## src/rtl/stopwatch_bcd.sv

```systemverilog
// Count-up BCD stopwatch (HH:MM:SS) with start/stop, clear and lap freeze.
// Optional target alarm enabled with `define STOPWATCH_TARGET_EN.
module stopwatch_bcd #(
  parameter int unsigned MAX_HOUR = 24
) (
  input  logic       clk,
  input  logic       rst,
  input  logic       tick_1hz,
  input  logic       start_stop,
  input  logic       clear,
  input  logic       lap,
`ifdef STOPWATCH_TARGET_EN
  input  logic [7:0] target_hour_bcd,
  input  logic [7:0] target_minute_bcd,
  input  logic [7:0] target_second_bcd,
  output logic       ring,
`endif
  output logic [7:0] hour_bcd,
  output logic [7:0] minute_bcd,
  output logic [7:0] second_bcd,
  output logic       running,
  output logic       lap_active,
  output logic       overflow
);

  localparam int unsigned HourLast = MAX_HOUR - 1;
  localparam logic [7:0]  HourLastBcd = {4'(HourLast / 10), 4'(HourLast % 10)};
  localparam logic [7:0]  SixtyLast = 8'h59;

  typedef enum logic [1:0] {StIdle, StRun, StLap, StPause} state_e;

  state_e      state_q, state_d;
  logic [23:0] live_q, live_d;   // {hour, minute, second} packed BCD
  logic [23:0] lap_q, lap_d;
  logic        overflow_q, overflow_d;
  logic        count_en;
  logic [8:0]  sec_inc, min_inc, hour_inc;

  // Two-digit BCD increment; bit 8 flags a wrap from last back to 00.
  function automatic logic [8:0] bcd_inc(input logic [7:0] v, input logic [7:0] last);
    logic [8:0] r;
    if (v == last) begin
      r = 9'h100;
    end else if (v[3:0] == 4'd9) begin
      r = {1'b0, v[7:4] + 4'd1, 4'd0};
    end else begin
      r = {1'b0, v[7:4], v[3:0] + 4'd1};
    end
    return r;
  endfunction

  assign count_en = tick_1hz && ((state_q == StRun) || (state_q == StLap));
  assign sec_inc  = bcd_inc(live_q[7:0], SixtyLast);
  assign min_inc  = bcd_inc(live_q[15:8], SixtyLast);
  assign hour_inc = bcd_inc(live_q[23:16], HourLastBcd);

`ifdef STOPWATCH_TARGET_EN
  logic        ring_q, ring_d;
  logic [23:0] target;
  assign target = {target_hour_bcd, target_minute_bcd, target_second_bcd};
`endif

  always_comb begin
    state_d    = state_q;
    live_d     = live_q;
    lap_d      = lap_q;
    overflow_d = 1'b0;
`ifdef STOPWATCH_TARGET_EN
    ring_d     = ring_q;
`endif
    if (clear) begin
      state_d = StIdle;
      live_d  = '0;
      lap_d   = '0;
`ifdef STOPWATCH_TARGET_EN
      ring_d  = 1'b0;
`endif
    end else begin
      if (count_en) begin
        live_d[7:0] = sec_inc[7:0];
        if (sec_inc[8]) begin
          live_d[15:8] = min_inc[7:0];
          if (min_inc[8]) begin
            live_d[23:16] = hour_inc[7:0];
            overflow_d    = hour_inc[8];
          end
        end
      end
      if (start_stop) begin
        unique case (state_q)
          StIdle:  state_d = StRun;
          StRun:   state_d = StPause;
          StLap:   state_d = StPause;
          StPause: state_d = StRun;
          default: state_d = StIdle;
        endcase
      end else if (lap && ((state_q == StRun) || (state_q == StLap))) begin
        // Split captures the value before this cycle's increment.
        lap_d   = live_q;
        state_d = StLap;
      end
`ifdef STOPWATCH_TARGET_EN
      if (start_stop) begin
        ring_d = 1'b0;
      end else if (count_en && (live_d == target) && (target != '0)) begin
        ring_d = 1'b1;
      end
`endif
    end
  end

  always_ff @(posedge clk or posedge rst) begin
    if (rst) begin
      state_q    <= StIdle;
      live_q     <= '0;
      lap_q      <= '0;
      overflow_q <= 1'b0;
    end else begin
      state_q    <= state_d;
      live_q     <= live_d;
      lap_q      <= lap_d;
      overflow_q <= overflow_d;
    end
  end

`ifdef STOPWATCH_TARGET_EN
  always_ff @(posedge clk or posedge rst) begin
    if (rst) begin
      ring_q <= 1'b0;
    end else begin
      ring_q <= ring_d;
    end
  end
  assign ring = ring_q;
`endif

  always_comb begin
    if (state_q == StLap) begin
      {hour_bcd, minute_bcd, second_bcd} = lap_q;
    end else begin
      {hour_bcd, minute_bcd, second_bcd} = live_q;
    end
  end

  assign running    = (state_q == StRun) || (state_q == StLap);
  assign lap_active = (state_q == StLap);
  assign overflow   = overflow_q;

endmodule

```

## config.mk

```make
export PLATFORM = sky130hd
export DESIGN_NAME = stopwatch_bcd
export DESIGN_NICKNAME = d
export VERILOG_FILES = /design/src/rtl/stopwatch_bcd.sv
export SDC_FILE = /design/constraint.sdc
export NUM_CORES = 1
export LEC_CHECK = 0
export ABC_AREA = 1
export ABC_CLOCK_PERIOD_IN_PS = 1400
export CAP_MARGIN = 25
export CORE_UTILIZATION = 44
export CTS_CLUSTER_SIZE = 24
export DETAILED_ROUTE_END_ITERATION = 7
export PLACE_DENSITY = 0.68
export SLEW_MARGIN = 10
export SYNTH_ARGS = -nofsm -noshare
export SYNTH_HDL_FRONTEND = slang
export SYNTH_SLANG_ARGS = --single-unit
```

## constraint.sdc

```tcl
create_clock -name clk -period 1.4 [get_ports clk]
set_input_delay 0.14 -clock clk [delete_from_list [all_inputs] [get_ports clk]]
set_output_delay 0.14 -clock clk [all_outputs]
set_load 0.1 [all_outputs]
```

# After elaboration in Yosys (flattened, before gate mapping)
# Index checks and enable logic that the tools add are counted.
dict set report classes {
  n_lt_le_gt_ge 0
  div 0
  eq_ne 10
  n_mul 0
  n_mux 24
  bitwise_logic 0
  addsub 6
  shifts 0
  n_reduce_logical 20
}
# cell n
set op_table {}
lappend op_table {{$mux 24} 5}
lappend op_table {{$mux 8} 7}
lappend op_table {{$mux 9} 3}
lappend op_table {{$add 4x1->4 const B} 6}
lappend op_table {{$eq 8x7->1 const B} 2}
lappend op_table {{$mux 16} 1}
lappend op_table {{$eq 4x4->1 const B} 3}
lappend op_table {{$reduce_bool 3->1} 4}
lappend op_table {{$eq 8x6->1 const B} 1}
lappend op_table {{$reduce_bool 2->1} 4}
lappend op_table {{$mux 2} 3}
lappend op_table {{$reduce_and 2->1} 3}
lappend op_table {{$reduce_and 3->1} 2}
lappend op_table {{$eq 2x2->1 const B} 2}
lappend op_table {{$mux 1} 4}
lappend op_table {{$pmux 2 s2} 1}
lappend op_table {{$reduce_and 4->1} 1}
lappend op_table {{$reduce_or 2->1} 2}
lappend op_table {{$eq 2x1->1 const B} 1}
lappend op_table {{$logic_and 1x1->1} 2}
lappend op_table {{$logic_not 2->1} 1}
lappend op_table {{$ne 2x1->1 const B} 1}
lappend op_table {{$logic_or 1x1->1} 1}
dict set report word_totals {
  inputBits 6
  regBits 51
  n_memories 0
  latchBits 0
  rom_bits 0
  output_inout_bits 27
  mem_bits_rw 0
  word_cells 69
}

# Depth between registers and ports, before layout
dict set report logic_depth {
  ltp_word 7
  mapped_depth 11
  depth_no_buf 11
}

# Least setup slack after synthesis
# Ideal clock, no wire load.
dict set report synth_path {
  kind {register to output}
  from {register state_q[0]}
  to {output hour_bcd[1]}
  t_arrival_ns 3.369
  t_required_ns 1.260
  setup_slack_ns -2.109
  n_path_buf 1
  path_stages_with_launch 5
  path_cell_list {dfrtp_1 inv_1 ha_1 clkbuf_1 o21ai_0}
}
dict set report synth_via {
  elab_chain_cells 2
}
# item line_no
set synth_rtl {}
lappend synth_rtl {{start: declaration} 32} ;# state_e state_q, state_d;
lappend synth_rtl {{start signal: assignment} 114} ;# state_q <= StIdle;
lappend synth_rtl {{start signal: assignment} 119} ;# state_q <= state_d;
lappend synth_rtl {{$eq 2x2->1} --}
lappend synth_rtl {{net lap_active} 22} ;# output logic lap_active,
lappend synth_rtl {{$mux 8} 138} ;# if (state_q == StLap) begin
lappend synth_rtl {{end: declaration} 18} ;# output logic [7:0] hour_bcd,
# The timed path passes the listed nets, and every way through them passes these cells.

# Worst setup path after layout
dict set report layout_path {
  from {register state_q[0]}
  to {output minute_bcd[3]}
}
dict set report layout_via {
  elab_chain_cells 2
}
# item line_no
set layout_rtl {}
lappend layout_rtl {{$eq 2x2->1} 138}
lappend layout_rtl {{$mux 8} 138}
lappend layout_rtl {{end: declaration} 19} ;# output logic [7:0] minute_bcd,
# Every way passes these cells.

==> impl_results.md <==
* Status: complete, but fails checks
* Failing checks: setup timing
* Wirelength per Cell at 19.08 um
* TritonRoute pass-1 iters at 7
* Final clock period utilization by the worst path at 1.261
* First-pass GRT wire length at 13.70 mm
* Worst Max-Slew Pin Slew at 331.0 ps
* Die area at 6850 sq um
* Data required, critical path at 1260 ps
* Reg2Reg Setup Slack at -350 ps
* FP Rows at 29
* Relative slew slack at 0.7793
* Num CTS Buffers at 5
* Die H at 82.77 um
* Setup Skew at 10.89 ps
* Mapped Area at 2870 sq um
* Layout cells sized above 1 at 0.5388
* Routed vias at 3038
* CP Capture Type: primary output
* Crit path top cell by count: buf_12
* RSZ-0062 raised after global routing: yes
* Synth Net Count at 379
* Reg-to-reg startpoint: state_q[1]
* Data arrival time of the worst path at 1630 ps
* Distinct cells, synth at 27
* PwrDens at 810.1 nW/um^2
* Aggregate global-route resource usage at 0.2731
* Final HPWL DP at 5.441 mm
* H-tree levels at 2
* Port Buffers at 32
* Clock Sinks at 51
* Fmax at 0.5664 GHz
* Crit Path Class: register to primary output
* Max capacitance violation total at 0
* Core Area at 6314 sq um
* DRT Wirelength at 10.32 mm
* Largest net degree at the start of global routing at 29
* Vias in the first global route at 2915
* Root Driver: clkbuf_8
* Starting density of the core at 0.4546
* Most frequent cells in the layout: 51 x buf_4, 51 x dfrtp_1, 45 x inv_1, 38 x buf_12, 32 x nand2_1
* Static leakage at 2.399 nW
* Slowest CP cell: dfrtp_1
* Fin. Hold Viols at 0
* # hold bufs at CTS at 0
* DP Area at 4390 sq um
* RR Endpoint: live_q[10]
* Reg area at 1276 sq um
* Sequential cell area fraction in the yosys report at 0.4446
* Slew Limit Fails at 0
* Fin Hold WS at 74.52 ps
* Total grt overflow at 0
* Die span in x at 82.77 um
* CP Max Fanout at 10
* Io pins at 33
* Footprint of the multi-input gates at 2228 sq um
* Skew-Pair Late Insertion Delay at 320 ps
* Hold/Removal Path Class: input port to async pin
* Drt initial violations at 250
* Period minus WS final at 1765 ps
* Finished Cell Area at 5304 sq um
* Max incr delay on CP at 400 ps
* N_diodes at 0
* Yosys reg bits at 51
* Cells after synthesis at 360
* Critical Path End: minute_bcd[3]
* Vias/cell at 5.616
* Clk slew on worst S/H paths at 100 ps
* R2R depth at 10
* VDD IR max at 0.6457 mV
* Area Growth Syn to Fin at 84.79%
* Count of yosys warnings during synthesis at 0
* DRC at 0
* Antenna violation net count after detailed routing at 0
* Worst Setup SP: state_q[0]
* Startpoint type of the worst setup path: register
* # setup viols final at 76
* Worst setup slack after layout at -365.5 ps
* Filler cell count at 328
* Critical path, cell by cell: inv_2 -> ha_4 -> buf_12 -> nor2_2 -> a21oi_4 -> buf_12
* Clock Path Buffers at 2
* Initial antenna violation count at 0
* RePlAce Congestion at 0.8761
* CTS tree: yes
* Syn avg cell area at 7.973 sq um
* NumNets Final at 483
* Dpl ws at -182.6 ps
critical path: cells and delay by family (launching register included):
kind / cells / cell delay (ps)
buf+inv: 3 / 450
compound gates: 1 / 130
flops: 1 / 400
fa+ha+maj: 1 / 260
simple gates: 1 / 60
how the worst min path moves through the flow:
stage          from          to  cells after the start
3_3_place_gp    rst    lap_q[9]                      2
3_5_place_dp    rst   lap_q[10]                      2
4_1_cts         rst   lap_q[20]                      2
2_1_floorplan   lap  state_q[1]                      2
6_report        rst    lap_q[9]                      2
5_1_grt         rst   lap_q[10]                      2
repair_timing:
action	4_1_cts	5_1_grt
gates cloned	5	2
setup endpoints to repair	73	76
gates resized for setup	94	66
buffers inserted	12	7
pin swaps	18	25
per-stage QoR:
stage	utilization	TNS [ps]	cells	power, W
4_1_cts	0.7816	-14320	535	0.004081
5_1_grt	0.8401	-24240	541	0.004431
3_3_place_gp	0.6954	-2725	511	0.002995
6_report	0.8401	-20570	541	0.004297
2_1_floorplan	-	-30590	360	0.002541
3_5_place_dp	0.6954	-5063	511	0.003024
cell usage after synthesis:
master | count | area share
inv_1 | 50 | 0.065
nor2_1 | 25 | 0.033
o211ai_1 | 1 | 0.0026
nand2_4 | 2 | 0.0078
nor3_1 | 7 | 0.012
o21ai_0 | 55 | 0.096
o21bai_1 | 4 | 0.010
buf_2 | 5 | 0.0087
nand2_8 | 1 | 0.0070
o22ai_1 | 4 | 0.0087
inv_2 | 2 | 0.0026
xor2_1 | 8 | 0.024
nor4_1 | 1 | 0.0022
nand2_1 | 57 | 0.075
o21ai_2 | 1 | 0.0031
nor2_4 | 5 | 0.020
dfrtp_1 | 51 | 0.44
o21ai_1 | 3 | 0.0052
ha_1 | 13 | 0.057
xnor2_1 | 1 | 0.0031
nand3_2 | 1 | 0.0035
clkbuf_1 | 9 | 0.012
a21oi_1 | 8 | 0.014
nand2_2 | 4 | 0.0087
nand4_1 | 1 | 0.0022
nand3_1 | 40 | 0.070
nand3b_1 | 1 | 0.0026
registers in the layout, summed over array words and instances (netlist names):
signal and count:
state_q 2, overflow 1, lap_q 24, live_q 24
power breakdown:
part           total (W)  internal [W]  switching (W)
registers        0.00162       0.00154      0.0000818
logic            0.00178      0.000724        0.00105
clock network   0.000900      0.000390       0.000510
metal layers:
metal,vias to the layer above,part of all wire,global-route usage
li1,1376,-,-
met1,1503,0.38,0.3167
met2,113,0.52,0.4951
met3,46,0.050,0.05165
met4,0,0.043,0.1017
met5,-,0,0
logic make-up after synthesis:
logic type | share of synthesized area
simple gates | 0.2428
compound gates | 0.1399
buf+inv | 0.08849
flops | 0.4446
fa+ha+maj | 0.05667
xor+xnor | 0.02746
final cells by class:
| type | instances | share of cell area |
|---|---|---|
| clock buffers | 6 | 0.01557 |
| flip-flops and latches | 51 | 0.2406 |
| inverters | 52 | 0.03892 |
| clock inverters | 1 | 0.0009436 |
| well taps | 77 | 0.01816 |
| repair buffers | 110 | 0.2656 |
| multi-input cells | 244 | 0.4201 |
Power figures use the tool's default switching activity.
